[config.mk]
export PLATFORM = sky130hd
export DESIGN_NAME = ddr2_host_arbiter
export DESIGN_NICKNAME = d
export VERILOG_FILES = /design/src/rtl/ddr2_pkg.sv /design/src/rtl/ddr2_tag_fifo.sv /design/src/rtl/ddr2_host_arbiter.sv
export SDC_FILE = /design/constraint.sdc
export NUM_CORES = 1
export LEC_CHECK = 0
export BUFFER_PORTS_ARGS = -buffer_cell sky130_fd_sc_hd__buf_2
export CAP_MARGIN = 20
export CORE_ASPECT_RATIO = 0.9
export CORE_MARGIN = 2
export CORE_UTILIZATION = 40
export CTS_CLUSTER_SIZE = 24
export DETAILED_ROUTE_END_ITERATION = 8
export GPL_TIMING_DRIVEN = 0
export HOLD_SLACK_MARGIN = 0.06
export PLACE_DENSITY = 0.69
export SETUP_SLACK_MARGIN = 0.3
export SLEW_MARGIN = 20
export SYNTH_ARGS = -nofsm -noshare
export SYNTH_HDL_FRONTEND = slang
export SYNTH_SLANG_ARGS = --single-unit
export TNS_END_PERCENT = 20
[constraint.sdc]
create_clock -name CLK -period 8.4 [get_ports CLK]
set_input_delay 0.42 -clock CLK [delete_from_list [all_inputs] [get_ports CLK]]
set_output_delay 0.42 -clock CLK [all_outputs]
set_load 0.02 [all_outputs]
[src/rtl/ddr2_pkg.sv]
// Shared definitions for the ddr2 host-side blocks.
//   - command encodings driven on the controller CMD port
//   - read-owner tag layout {owner, beat count}
//   - burst_len(): words moved by a block command, 8*(SZ+1)
package ddr2_pkg;

    localparam int ADDR_W = 25;
    localparam int DATA_W = 16;
    localparam int CNT_W  = 6;   // holds 1..32 beats

    typedef enum logic [2:0] {
        NOP0 = 3'b000,
        SCR  = 3'b001,
        SCW  = 3'b010,
        BLR  = 3'b011,
        BLW  = 3'b100,
        ATR  = 3'b101,
        ATW  = 3'b110,
        NOP7 = 3'b111
    } cmd_e;

    typedef enum logic {
        ST_IDLE,
        ST_BLKW
    } state_e;

    // One entry per outstanding read: who asked, and how many VALIDOUT beats it owns.
    typedef struct packed {
        logic             owner;
        logic [CNT_W-1:0] count;
    } tag_t;

    function automatic logic [CNT_W-1:0] burst_len(input logic [1:0] sz);
        return {1'b0, sz, 3'b000} + 6'd8;
    endfunction

endpackage

[src/rtl/ddr2_tag_fifo.sv]
// In-order FIFO of read-owner tags.
//   clk, reset   : clock, synchronous active-high reset
//   push, wdata  : enqueue (ignored when full)
//   pop          : dequeue head (ignored when empty); push and pop may coincide
//   rdata        : current head entry (valid when !empty)
//   full, empty  : occupancy flags
module ddr2_tag_fifo
    import ddr2_pkg::*;
#(
    parameter int DEPTH = 8
) (
    input  logic clk,
    input  logic reset,
    input  logic push,
    input  tag_t wdata,
    input  logic pop,
    output tag_t rdata,
    output logic full,
    output logic empty
);

    localparam int AW = $clog2(DEPTH);
    localparam logic [AW:0] PTR_ONE = 1;

    tag_t        mem [DEPTH];
    logic [AW:0] wptr;
    logic [AW:0] rptr;

    // Extra pointer MSB distinguishes full from empty when the indices match.
    assign empty = (wptr == rptr);
    assign full  = (wptr[AW] != rptr[AW]) && (wptr[AW-1:0] == rptr[AW-1:0]);
    assign rdata = mem[rptr[AW-1:0]];

    always_ff @(posedge clk) begin
        if (reset) begin
            wptr <= '0;
            rptr <= '0;
        end else begin
            if (push && !full)  wptr <= wptr + PTR_ONE;
            if (pop  && !empty) rptr <= rptr + PTR_ONE;
        end
    end

    always_ff @(posedge clk) begin
        if (push && !full) mem[wptr[AW-1:0]] <= wdata;
    end

endmodule

[src/rtl/ddr2_host_arbiter.sv]
// Two-requester front end for the ddr2_controller host command port.
//   R0_*/R1_*  : requester command/data inputs, READY (accept) and VALIDOUT
//                (read data for this requester) outputs, FETCHING inputs
//   CMD..DIN   : command/data to the controller; only driven non-NOP when the
//                controller can consume it this cycle
//   FETCHING   : read-data backpressure forwarded from the owner of the
//                oldest outstanding read
//   FILLCOUNT, NOTFULL, VALIDOUT : controller status
//   RSP_ERR    : sticky, read data arrived with no outstanding read
module ddr2_host_arbiter
    import ddr2_pkg::*;
#(
    parameter int TAG_DEPTH  = 8,
    parameter int FILL_LIMIT = 63
) (
    input  logic              CLK,
    input  logic              RESET,
    input  logic              R0_VALID,
    input  logic [2:0]        R0_CMD,
    input  logic [1:0]        R0_SZ,
    input  logic [2:0]        R0_OP,
    input  logic [ADDR_W-1:0] R0_ADDR,
    input  logic [DATA_W-1:0] R0_DIN,
    output logic              R0_READY,
    input  logic              R0_FETCHING,
    output logic              R0_VALIDOUT,
    input  logic              R1_VALID,
    input  logic [2:0]        R1_CMD,
    input  logic [1:0]        R1_SZ,
    input  logic [2:0]        R1_OP,
    input  logic [ADDR_W-1:0] R1_ADDR,
    input  logic [DATA_W-1:0] R1_DIN,
    output logic              R1_READY,
    input  logic              R1_FETCHING,
    output logic              R1_VALIDOUT,
    output logic [2:0]        CMD,
    output logic [1:0]        SZ,
    output logic [2:0]        OP,
    output logic [ADDR_W-1:0] ADDR,
    output logic [DATA_W-1:0] DIN,
    output logic              FETCHING,
    input  logic [6:0]        FILLCOUNT,
    input  logic              NOTFULL,
    input  logic              VALIDOUT,
    output logic              RSP_ERR
);

    localparam logic [6:0] FILL_LIM = 7'(FILL_LIMIT);

    state_e           state, state_nx;
    logic             ptr;        // round-robin preference, 0 = R0
    logic             owner;      // requester holding the block-write burst
    logic [CNT_W-1:0] beat_cnt;   // data beats still owed by the burst
    logic [CNT_W-1:0] rsp_cnt;    // beats left on the head read, once loaded
    logic             rsp_loaded;

    // Candidate selection and its fields
    logic              cand;
    logic [2:0]        c_cmd;
    logic [1:0]        c_sz;
    logic [2:0]        c_op;
    logic [ADDR_W-1:0] c_addr;
    logic [DATA_W-1:0] c_din;
    logic              own_valid;
    logic [DATA_W-1:0] own_din;

    logic fill_ok, can_issue, is_nop;
    logic idle_go, fwd, beat_go, last_beat;

    tag_t             tag_wdata, head;
    logic             tag_push, tag_pop, tag_full, tag_empty;
    logic [CNT_W-1:0] head_left;
    logic             rsp_hit;

    always_comb begin
        cand   = (R0_VALID && R1_VALID) ? ptr : R1_VALID;
        c_cmd  = cand ? R1_CMD  : R0_CMD;
        c_sz   = cand ? R1_SZ   : R0_SZ;
        c_op   = cand ? R1_OP   : R0_OP;
        c_addr = cand ? R1_ADDR : R0_ADDR;
        c_din  = cand ? R1_DIN  : R0_DIN;
        own_valid = owner ? R1_VALID : R0_VALID;
        own_din   = owner ? R1_DIN   : R0_DIN;
    end

    assign fill_ok = (FILLCOUNT <= FILL_LIM);

    // Reads need a free tag; anything carrying write data needs FIFO space.
    // ATR is both, since it writes and returns a value.
    always_comb begin
        can_issue = 1'b0;
        is_nop    = 1'b0;
        case (c_cmd)
            SCR, BLR:      can_issue = NOTFULL && !tag_full;
            SCW, BLW, ATW: can_issue = NOTFULL && fill_ok;
            ATR:           can_issue = NOTFULL && fill_ok && !tag_full;
            default: begin
                can_issue = 1'b1;
                is_nop    = 1'b1;
            end
        endcase
    end

    assign idle_go   = !RESET && (state == ST_IDLE) && (R0_VALID || R1_VALID) && can_issue;
    assign fwd       = idle_go && !is_nop;
    assign beat_go   = !RESET && (state == ST_BLKW) && own_valid && fill_ok;
    assign last_beat = beat_go && (beat_cnt == 6'd1);

    // State register
    always_ff @(posedge CLK) begin
        if (RESET) state <= ST_IDLE;
        else       state <= state_nx;
    end

    // Next state
    always_comb begin
        state_nx = state;
        case (state)
            ST_IDLE: if (fwd && c_cmd == BLW) state_nx = ST_BLKW;
            ST_BLKW: if (last_beat)           state_nx = ST_IDLE;
            default:                          state_nx = ST_IDLE;
        endcase
    end

    // Outputs: nothing is presented to the controller unless it is consumed now.
    always_comb begin
        CMD      = '0;
        SZ       = '0;
        OP       = '0;
        ADDR     = '0;
        DIN      = '0;
        R0_READY = 1'b0;
        R1_READY = 1'b0;
        case (state)
            ST_IDLE: if (idle_go) begin
                R0_READY = !cand;
                R1_READY = cand;
                if (!is_nop) begin
                    CMD  = c_cmd;
                    SZ   = c_sz;
                    OP   = c_op;
                    ADDR = c_addr;
                    DIN  = c_din;
                end
            end
            ST_BLKW: if (beat_go) begin
                R0_READY = !owner;
                R1_READY = owner;
                DIN      = own_din;
            end
            default: ;
        endcase
    end

    // Arbitration pointer and burst bookkeeping. The BLW command itself
    // carries word 1, so the burst owes burst_len-1 further beats.
    always_ff @(posedge CLK) begin
        if (RESET) begin
            ptr      <= 1'b0;
            owner    <= 1'b0;
            beat_cnt <= '0;
        end else begin
            if (fwd) begin
                if (c_cmd == BLW) begin
                    owner    <= cand;
                    beat_cnt <= burst_len(c_sz) - 6'd1;
                end else begin
                    ptr <= ~ptr;
                end
            end
            if (beat_go) begin
                beat_cnt <= beat_cnt - 6'd1;
                if (beat_cnt == 6'd1) ptr <= ~ptr;
            end
        end
    end

    // Read-owner tags
    assign tag_push        = fwd && (c_cmd == SCR || c_cmd == BLR || c_cmd == ATR);
    assign tag_wdata.owner = cand;
    assign tag_wdata.count = (c_cmd == BLR) ? burst_len(c_sz) : 6'd1;

    ddr2_tag_fifo #(.DEPTH(TAG_DEPTH)) u_tag_fifo (
        .clk   (CLK),
        .reset (RESET),
        .push  (tag_push),
        .wdata (tag_wdata),
        .pop   (tag_pop),
        .rdata (head),
        .full  (tag_full),
        .empty (tag_empty)
    );

    // Until the first beat of a read lands, the remaining count comes straight
    // from the head tag; afterwards the local counter tracks it.
    assign head_left = rsp_loaded ? rsp_cnt : head.count;
    assign rsp_hit   = !RESET && VALIDOUT && !tag_empty;
    assign tag_pop   = rsp_hit && (head_left == 6'd1);

    assign R0_VALIDOUT = rsp_hit && !head.owner;
    assign R1_VALIDOUT = rsp_hit &&  head.owner;
    assign FETCHING    = (RESET || tag_empty) ? 1'b1 :
                         (head.owner ? R1_FETCHING : R0_FETCHING);

    always_ff @(posedge CLK) begin
        if (RESET) begin
            rsp_cnt    <= '0;
            rsp_loaded <= 1'b0;
            RSP_ERR    <= 1'b0;
        end else begin
            if (rsp_hit) begin
                if (head_left == 6'd1) begin
                    rsp_loaded <= 1'b0;
                end else begin
                    rsp_cnt    <= head_left - 6'd1;
                    rsp_loaded <= 1'b1;
                end
            end
            if (VALIDOUT && tag_empty) RSP_ERR <= 1'b1;
        end
    end

endmodule

Word level (Yosys, flattened, before mapping). Memory sizes are Yosys's and may differ from the RTL's. A register that Yosys moved wholly into a read port is not among the register bits. Cells that the tools add are included.

Output and inout bits: 55. Logic and storage cells: 122. RAM bits: 56. Latch bits: 0. Memories: 1. Bits of input ports: 113. Bits in read-only memories: 0. Bits in registers: 25.

Bitwise gates (word level): 3. $mul: 0. Divide/modulo/power cells: 0. Mux-type cells: 50. Reduce and logical (&&, ||, !) cells: 41. Add/subtract/negate cells: 6. Shift operators: 0. Equality and inequality tests: 11. Magnitude comparators: 1.

Memories: u_tag_fifo.mem (depth 8, bits a word 7, rd ports 1, clocked after Yosys merged registers in 1, wr ports 1, RTL line ddr2_tag_fifo.sv:25) `tag_t mem [DEPTH];`.

Operators by type and width (number): two-way mux 25 bit (4); two-way mux 16 bit (5); case mux 16 bit (2 select lines) (1); two-way mux 3 bit (10); two-way mux 6 bit (5); logical AND 1 bit (23); subtractor 6 x 1 -> 6 bit (second input constant) (3); two-way mux 1 bit (17); == test 6 x 1 -> 1 bit (second input constant) (2); == test 3 bit (second input constant) (3); adder 4 x 1 -> 4 bit (second input constant) (2); two-way mux 2 bit (4); <= comparator 7 x 6 -> 1 bit (second input constant) (1); adder 5 x 4 -> 6 bit (second input constant) (1); == test 3 x 2 -> 1 bit (second input constant) (2); zero test 1 bit (6); case mux 1 bit (2 select lines) (3); AND reduction 2 bit (3); OR reduction 6 bit (1); == test 4 bit (1); logical OR 1 bit (4); nonzero test 2 bit (2); == test 3 x 1 -> 1 bit (second input constant) (1); == test 3 bit (1); other kinds (5) (7).

Depth between registers and ports, before layout. Gate-level depths: netlist of the first run.

Depth in word-level cells: 12. Gate-level depth with buffers: 16. Gate-level depth less buffers: 12.

Modules after synthesis. A second synthesis of the first run with hierarchy kept.

Cells, all modules: 475. Area, all modules: 4873.4 µm².

By module, submodules not included: ddr2_tag_fifo (cells an instance 165, area an instance 2864.0 µm², times used 1, seq. area each 1901.8 µm²); ddr2_host_arbiter (cells an instance 310, area an instance 2009.4 µm², times used 1, seq. area each 340.3 µm²).

Least setup slack after synthesis of the first run. OpenSTA, ideal clock, no wires.

Path kind: reg-to-reg. From: register with a tool-made name. To: register rsp_cnt[4]. Cell stages (with the launch flop): 17. Data arrival time: 2.799 ns. Buffers on the path: 4. Required time: 8.270 ns. Period minus slack after synthesis: 2.929 ns. Path slack: 5.471 ns. Library setup time: 0.130 ns. Path through: dfxtp_1 -> buf_4 -> buf_8 -> mux4_2 -> nor2b_1 -> a211oi_1 -> or2_2 -> inv_1 -> ha_1 -> nor4b_1 -> a31oi_1 -> or3b_1 -> buf_6 -> nor2b_4 -> buf_6 -> mux2i_1 -> nor2_1.

RTL lines: end signal, assigned (RTL line ddr2_host_arbiter.sv:215) `rsp_cnt <= head_left - 6'd1;`; end, declared (RTL line ddr2_host_arbiter.sv:54) `logic [CNT_W-1:0] rsp_cnt;`.

Worst setup path after layout of the first run.
From: register ptr. To: output port DIN[10].

Word-level cells in the longest chain between the ends: 8. Elaborated cells between the ends (all ways): 17. Those cells by class: 6 x eq/ne; 7 x mux; 4 x reduce/logical.

Ends and longest elaborated chain: start, declared (RTL line ddr2_host_arbiter.sv:51) `logic ptr;`; start signal, assigned (RTL line ddr2_host_arbiter.sv:168) `ptr <= ~ptr;`; start signal, assigned (RTL line ddr2_host_arbiter.sv:173) `if (beat_cnt == 6'd1) ptr <= ~ptr;`; two-way mux 1 bit * (RTL line ddr2_host_arbiter.sv:76) `cand = (R0_VALID && R1_VALID) ? ptr : R1_VALID;`; two-way mux 3 bit (RTL line ddr2_host_arbiter.sv:77) `c_cmd = cand ? R1_CMD : R0_CMD;`; == test 3 bit, or another cell as far along (RTL line ddr2_host_arbiter.sv:93) `case (c_cmd)`; OR reduction 3 bit / OR reduction 2 bit (equally long branches) (RTL line ddr2_host_arbiter.sv:93); case mux 1 bit (3 select lines) (RTL line ddr2_host_arbiter.sv:93); logical AND 1 bit (RTL line ddr2_host_arbiter.sv:104) `assign idle_go = !RESET && (state == ST_IDLE) && (R0_VALID || R1_VALID) && can_issue;`; two-way mux 16 bit * (RTL line ddr2_host_arbiter.sv:135) `ST_IDLE: if (idle_go) begin`; case mux 16 bit (2 select lines) * (RTL line ddr2_host_arbiter.sv:134) `case (state)`; end, declared (RTL line ddr2_host_arbiter.sv:40) `output logic [DATA_W-1:0] DIN,`.

Mark *: on every way between the ends. The rest lies on a longest branch, timed or not.

==> results of run 1 <==
[report_power, final]
part	switching, mW	total [mW]	internal [mW]
clock network	0.124	0.240	0.116
registers	0.00203	0.358	0.356
logic	0.0719	0.120	0.0482
[kinds of logic after synthesis]
logic type / count (synthesis)
adders and majority gates: 7
xor gates and xnor gates: 13
DFF: 68
muxes: 26
AOI/OAI and AO/OA: 95
buffers and inverters: 42
and+or+nand+nor: 165
[through the flow]
stage | cells | utilization (%) | power, mW | setup WS, ns | cell area (µm²)
after global routing | 718 | 52.84 | 0.7540 | 4.670 | 5080
after floorplan | 416 | - | 0.4347 | 5.471 | 3944
after CTS | 718 | 52.84 | 0.7231 | 4.949 | 5080
after global placement | 702 | 50.99 | 0.4826 | 4.947 | 4902
after detailed placement | 702 | 50.99 | 0.4850 | 4.952 | 4902
final | 718 | 52.84 | 0.7180 | 4.931 | 5080
[layout make-up]
| type | count | area, µm² |
|---|---|---|
| clock buffer | 11 | 141.4 |
| clock inverter | 5 | 36.28 |
| fill | 923 | 4534 |
| tap | 126 | 157.7 |
| sequential | 68 | 1762 |
| multi-input combinational | 306 | 1981 |
| buffer | 27 | 145.1 |
| inverter | 15 | 56.30 |
| timing repair buffer | 160 | 800.8 |
[worst max path at each step]
| stage | startpoint | end | slack (ns) | depth (start not counted) |
|---|---|---|---|---|
| 2_1_floorplan | flip-flop | rsp_cnt[4]$_SDFFE_PP0P_ | 5.47 | 16 |
| 3_3_place_gp | R0_VALID | u_tag_fifo.mem[2][0]$_DFFE_PP_ | 4.95 | 7 |
| 3_5_place_dp | R0_VALID | u_tag_fifo.mem[2][0]$_DFFE_PP_ | 4.95 | 7 |
| 4_1_cts | ptr$_SDFF_PP0_ | DIN[8] | 4.95 | 9 |
| 5_1_grt | ptr$_SDFF_PP0_ | DIN[8] | 4.67 | 9 |
| 6_report | ptr$_SDFF_PP0_ | DIN[10] | 4.93 | 9 |
[critical path, delay by kind of cell (launching register included)]
| family | cells | cell delay, ns |
|---|---|---|
| muxes | 1 | 0.47 |
| and+or+nand+nor | 2 | 0.51 |
| AOI/OAI and AO/OA | 4 | 0.93 |
| DFF | 1 | 0.34 |
| buffers and inverters | 2 | 0.46 |
[metal layers]
| layer | wire [µm] | share of wire, % |
|---|---|---|
| met5 | 0 | 0 |
| met4 | 143 | 1.3 |
| met3 | 616 | 5.6 |
| met2 | 5445 | 50 |
| met1 | 4765 | 43 |
[cell usage in the layout (no fill, tap or decap), types with 10 or more instances in the layout]
cell and n:
buf_2 165, nand2_1 78, clkbuf_8 10, edfxtp_1 40, inv_1 15, a22o_1 17, mux2i_1 16, a21oi_1 41
nor2_1 35, clkbuf_1 17, dfxtp_1 28
[flip-flops by register name (all words and copies together) (netlist names), named ones only]
signal           count
RSP_ERR              1
beat_cnt             6
owner                1
ptr                  1
rsp_cnt              6
rsp_loaded           1
state                1
u_tag_fifo.mem      40
u_tag_fifo.rptr      4
u_tag_fifo.wptr      4
[cell usage after synthesis (all sizes together) (7+ instances only)]
cell type	n
ha	7
edfxtp	40
o21ai	13
nor2	35
a21oi	41
inv	15
buf	11
clkbuf	16
nand3	7
nor3	10
xnor2	9
nor3b	7
mux4	8
mux2i	16
a22o	17
dfxtp	28
nand2	78
==> results.py, run 1 <==
metrics = {
    "run_status": {
        "status": "complete, no violations",
    },
    "sta": {
        "post-route-period-util_pct": 41.30,
        "clock_skew_ns": 0.009047,
        "slew_headroom_pct": 31.59,
        "whs_ns": 0.3687,
        "period_needed_ns": 3.469,
        "finalSetupTns_ns": 0,
        "finalSetupViolCount": 0,
        "fmax_mhz": 288.3,
        "worst_pin_slew_ns": 1.024,
        "slew_violations": 0,
        "hold_viol_final": 0,
        "rsz0062_at_grt": "no",
    },
    "setup_path": {
        "critical_path.endpoint_type": "primary output",
        "cp-start-kind": "flip-flop",
        "worst_ep_arrival_time_ns": 3.05,
        "crit_fanout": 10,
        "slowest_stage": "mux2i_1",
        "r2r-end": "u_tag_fifo.mem[1][6]$_DFFE_PP_",
        "cp_cell_sequence": "nand2b_1, nand2_1, mux2i_1, a32o_1, o21ai_2, o21ai_1, buf_2, a22o_1, buf_2",
        "path_common_cell": "buf_2",
        "cp.required_ns": 7.98,
        "cpPeakStageDelay_ns": 0.47,
        "reg2reg_from": "ptr$_SDFF_PP0_",
        "r2r_slack_ns": 5.10,
        "crit_type": "reg2out",
        "reg2reg_depth": 6,
    },
    "clocking": {
        "clock_latency_ns": 0.33,
        "cts_buffers": 9,
        "cts_resized": 0,
        "cts.sinks": 68,
        "clock_path_buffers": 2,
        "cts.reportedPaths.clkPinSlew_ns": 0.08,
        "postCtsSetupRepairBufs": 0,
        "cts_tree": "built",
        "cts-root-buf": "clkbuf_8",
        "cts_hold_buf": 0,
        "h-tree-depth": 3,
    },
    "yosys": {
        "synthTopCellsByArea": "edfxtp_1 (30%), dfxtp_1 (14%), nand2_1 (7.4%)",
        "yosysTopAreaCellShare_pct": 30.46,
        "synth_area_leader_cell": "edfxtp_1",
        "synth-seq-cells": 68,
        "syn_nets": 536,
        "yosys_warnings": 0,
        "synth_ff_type": "edfxtp_1",
        "synthXorXnorAreaFrac_pct": 2.887,
        "synth-edff-count": 40,
        "synth-simple-area-share_pct": 19.61,
        "synth_top_family_by_area": "simple AND/OR/NAND/NOR gates",
        "syn_inst": 416,
        "async_reset_ff_share_pct": 0,
        "synth-compound-area-share_pct": 16.21,
        "ys_seq_area_share_pct": 44.67,
        "synth.distinct_cells": 56,
        "synthMuxAreaShare_pct": 9.296,
        "synthAdderAreaFrac_pct": 2.221,
        "avgSynthCellArea_um2": 9.480,
        "mappedNetlistArea_um2": 3944,
    },
    "floorplanning": {
        "core_area_um2": 9614,
        "io_pins": 168,
        "initial_core_util_pct": 41.02,
        "die_w_um": 108.7,
        "rows": 34,
        "dieArea_um2": 10670,
        "die_height_um": 98.20,
    },
    "drt": {
        "drc": 0,
        "dr_total_vias": 3718,
        "via_per_inst": 5.178,
        "dr.pass1.iters": 4,
        "wl_um": 10970,
        "postRouteAntennaNets": 0,
        "drt-initial-drc-count": 229,
        "drt-wirelength-per-cell_um": 15.28,
    },
    "placement": {
        "place_congestion": 0.9133,
        "port-buffer-count": 160,
        "dp_hpwl_um": 8692,
    },
    "power": {
        "power_density_nw_per_um2": 141.3,
        "p_leak_nw": 2.187,
        "ir_drop_uv": 94.12,
    },
    "global_route": {
        "use_met3_pct": 3.872,
        "grt-ovfl-total": 0,
        "track_usage_pct": 20.81,
        "busiest_layer": "met2",
        "met2_usage_pct": 34.66,
        "antenna_found_initial": 0,
        "grtUsageMet1_pct": 27.27,
        "grt_max_degree": 18,
        "grt_pass1_wl_um": 17320,
        "grt_pass1_vias": 3598,
    },
    "layout": {
        "area_growth_pct": 28.81,
        "layout-drive-gt1-share_pct": 34.63,
        "diodes": 0,
        "nets": 707,
    },
    "run": {
        "max-cap-violations": 0,
    },
    "min_path": {
        "min_from": "VALIDOUT",
        "hold_path_class": "in2reg",
        "min_to": "RSP_ERR$_SDFFE_PP0P_",
        "holdPathStages": 3,
    },
}
Power figures use the tool's default switching activity.
==> inputs of run 2 (changes only) <==
clock period = 3.5 ns   (was 8.4 ns; I/O delays follow)
==> results.py, run 2 (synthesis results as in run 1) <==
metrics = {
    "setup_path": {
        "cp-start-kind": "flip-flop",
        "reg2reg_from": "ptr$_SDFF_PP0_",
        "critical_path.endpoint_type": "primary output",
        "crit_fanout": 10,
        "r2r_slack_ns": 0.29,
        "crit_type": "reg2out",
        "cp.required_ns": 3.32,
        "worst_ep_arrival_time_ns": 3.05,
        "crit_path_start": "ptr$_SDFF_PP0_",
    },
    "power": {
        "ir_drop_uv": 226.4,
        "p_leak_nw": 2.193,
        "power_density_nw_per_um2": 337.9,
    },
    "drt": {
        "drc": 0,
        "drt-wirelength-per-cell_um": 15.34,
        "wl_um": 11020,
        "dr_total_vias": 3716,
        "dr.pass1.iters": 4,
        "via_per_inst": 5.175,
        "drt-initial-drc-count": 195,
        "postRouteAntennaNets": 0,
    },
    "global_route": {
        "grt-ovfl-total": 0,
        "grt_pass1_wl_um": 17370,
        "track_usage_pct": 20.86,
        "antenna_found_initial": 0,
        "grt_max_degree": 18,
        "grt_pass1_vias": 3611,
    },
    "sta": {
        "slew_headroom_pct": 35.59,
        "slew_violations": 0,
        "setup_ws_ns": 0.2701,
        "rsz0062_at_grt": "yes",
        "hold_viol_final": 0,
        "post-route-period-util_pct": 92.28,
        "clock_skew_ns": 0.008452,
        "fmax_mhz": 309.6,
        "finalSetupViolCount": 0,
        "whs_ns": 0.1212,
        "finalSetupTns_ns": 0,
        "period_needed_ns": 3.230,
        "worst_pin_slew_ns": 0.9641,
    },
    "layout": {
        "nets": 707,
        "fillers": 917,
        "final_common_cell": "buf_2",
        "multiInputGateArea_um2": 2004,
        "fin_util_pct": 53.14,
        "diodes": 0,
        "largest_reg_flops": 40,
        "postLayoutCellArea_um2": 5109,
        "seqCellArea_um2": 1762,
        "layout_common_cells": "buf_2 (165), nand2_1 (78), a21oi_1 (41), edfxtp_1 (40), nor2_1 (35)",
        "area_growth_pct": 29.54,
        "layout-drive-gt1-share_pct": 35.47,
    },
    "min_path": {
        "hold_path_class": "in2reg",
        "min_from": "VALIDOUT",
    },
    "clocking": {
        "cts_tree": "built",
        "clock_latency_ns": 0.33,
        "cts.sinks": 68,
        "postCtsSetupRepairBufs": 0,
        "cts_hold_buf": 0,
        "cts_buffers": 9,
        "h-tree-depth": 3,
        "clock_path_buffers": 2,
        "cts.reportedPaths.clkPinSlew_ns": 0.08,
        "cts-root-buf": "clkbuf_8",
    },
    "placement": {
        "dpl_cell_area_um2": 4902,
        "post-place-ws_ns": 0.2111,
        "place_congestion": 0.9133,
        "dp_hpwl_um": 8692,
        "port-buffer-count": 160,
    },
    "floorplanning": {
        "die_height_um": 98.20,
        "die_w_um": 108.7,
        "dieArea_um2": 10670,
        "core_area_um2": 9614,
        "io_pins": 168,
        "initial_core_util_pct": 41.02,
        "rows": 34,
    },
    "run": {
        "max-cap-violations": 0,
    },
    "run_status": {
        "status": "complete, no violations",
    },
}
## run 2: cell count changes in the layout (fill, tap and decap cells not counted)
| cell | delta |
|---|---|
| a211oi_1 | -1 |
| nor3b_1 | -2 |
| buf_8 | -1 |
| a211oi_2 | +1 |
| nor4b_2 | +1 |
| nor2b_1 | -1 |
| nor4b_1 | -1 |
| nor3b_2 | +2 |
| buf_12 | +1 |
| nor2b_2 | +1 |
## run 2: per-layer routing
layer  GRT usage, %  vias to the layer above  share of wire (%)
li1               -                     1846                  -
met4          6.805                        0                1.5
met1          27.32                     1730                 43
met3          3.872                       10                5.5
met2          34.76                      130                 50
met5              0                        -                  0
## run 2: critical path, cell delays in order, from the launching register on
cell and delay, ns:
dfxtp_1 0.33, nand2b_1 0.18, nand2_1 0.33, mux2i_1 0.47
a32o_1 0.22, o21ai_2 0.11, o21ai_1 0.45, buf_2 0.30
a22o_1 0.16, buf_2 0.16
## run 2: cell type report
class | count | area share [%]
inverters | 15 | 1.102
flip-flops and latches | 68 | 34.48
plain buffers | 27 | 2.939
repair buffers | 160 | 15.67
well taps | 126 | 3.086
clock buffers | 11 | 2.768
multi-input cells | 306 | 39.24
clock inverters | 5 | 0.7103
## run 2: power by group
group,internal (mW),switching [mW],leakage (nW),total (mW)
combinational,0.116,0.173,1.51,0.289
clock,0.278,0.301,0.0820,0.578
sequential,0.853,0.00501,0.600,0.858
## run 2: metrics by stage
stage | power [mW] | instances
2_1_floorplan | 1.043 | 416
3_3_place_gp | 1.158 | 702
3_5_place_dp | 1.164 | 702
4_1_cts | 1.736 | 718
5_1_grt | 1.811 | 718
6_report | 1.726 | 718
## run 2: repair_timing
item	4_1_cts	5_1_grt
resized for setup	4	2
pin swaps	1	0
endpoints found under the setup margin	32	52
cloned	0	0
## run 2: final timing paths
kind              depth (start not counted)                             end
setup / recovery                          9                         DIN[10]
hold / removal                            3            RSP_ERR$_SDFFE_PP0P_
setup reg to reg                          6  u_tag_fifo.mem[5][6]$_DFFE_PP_
hold reg to reg                           2            RSP_ERR$_SDFFE_PP0P_
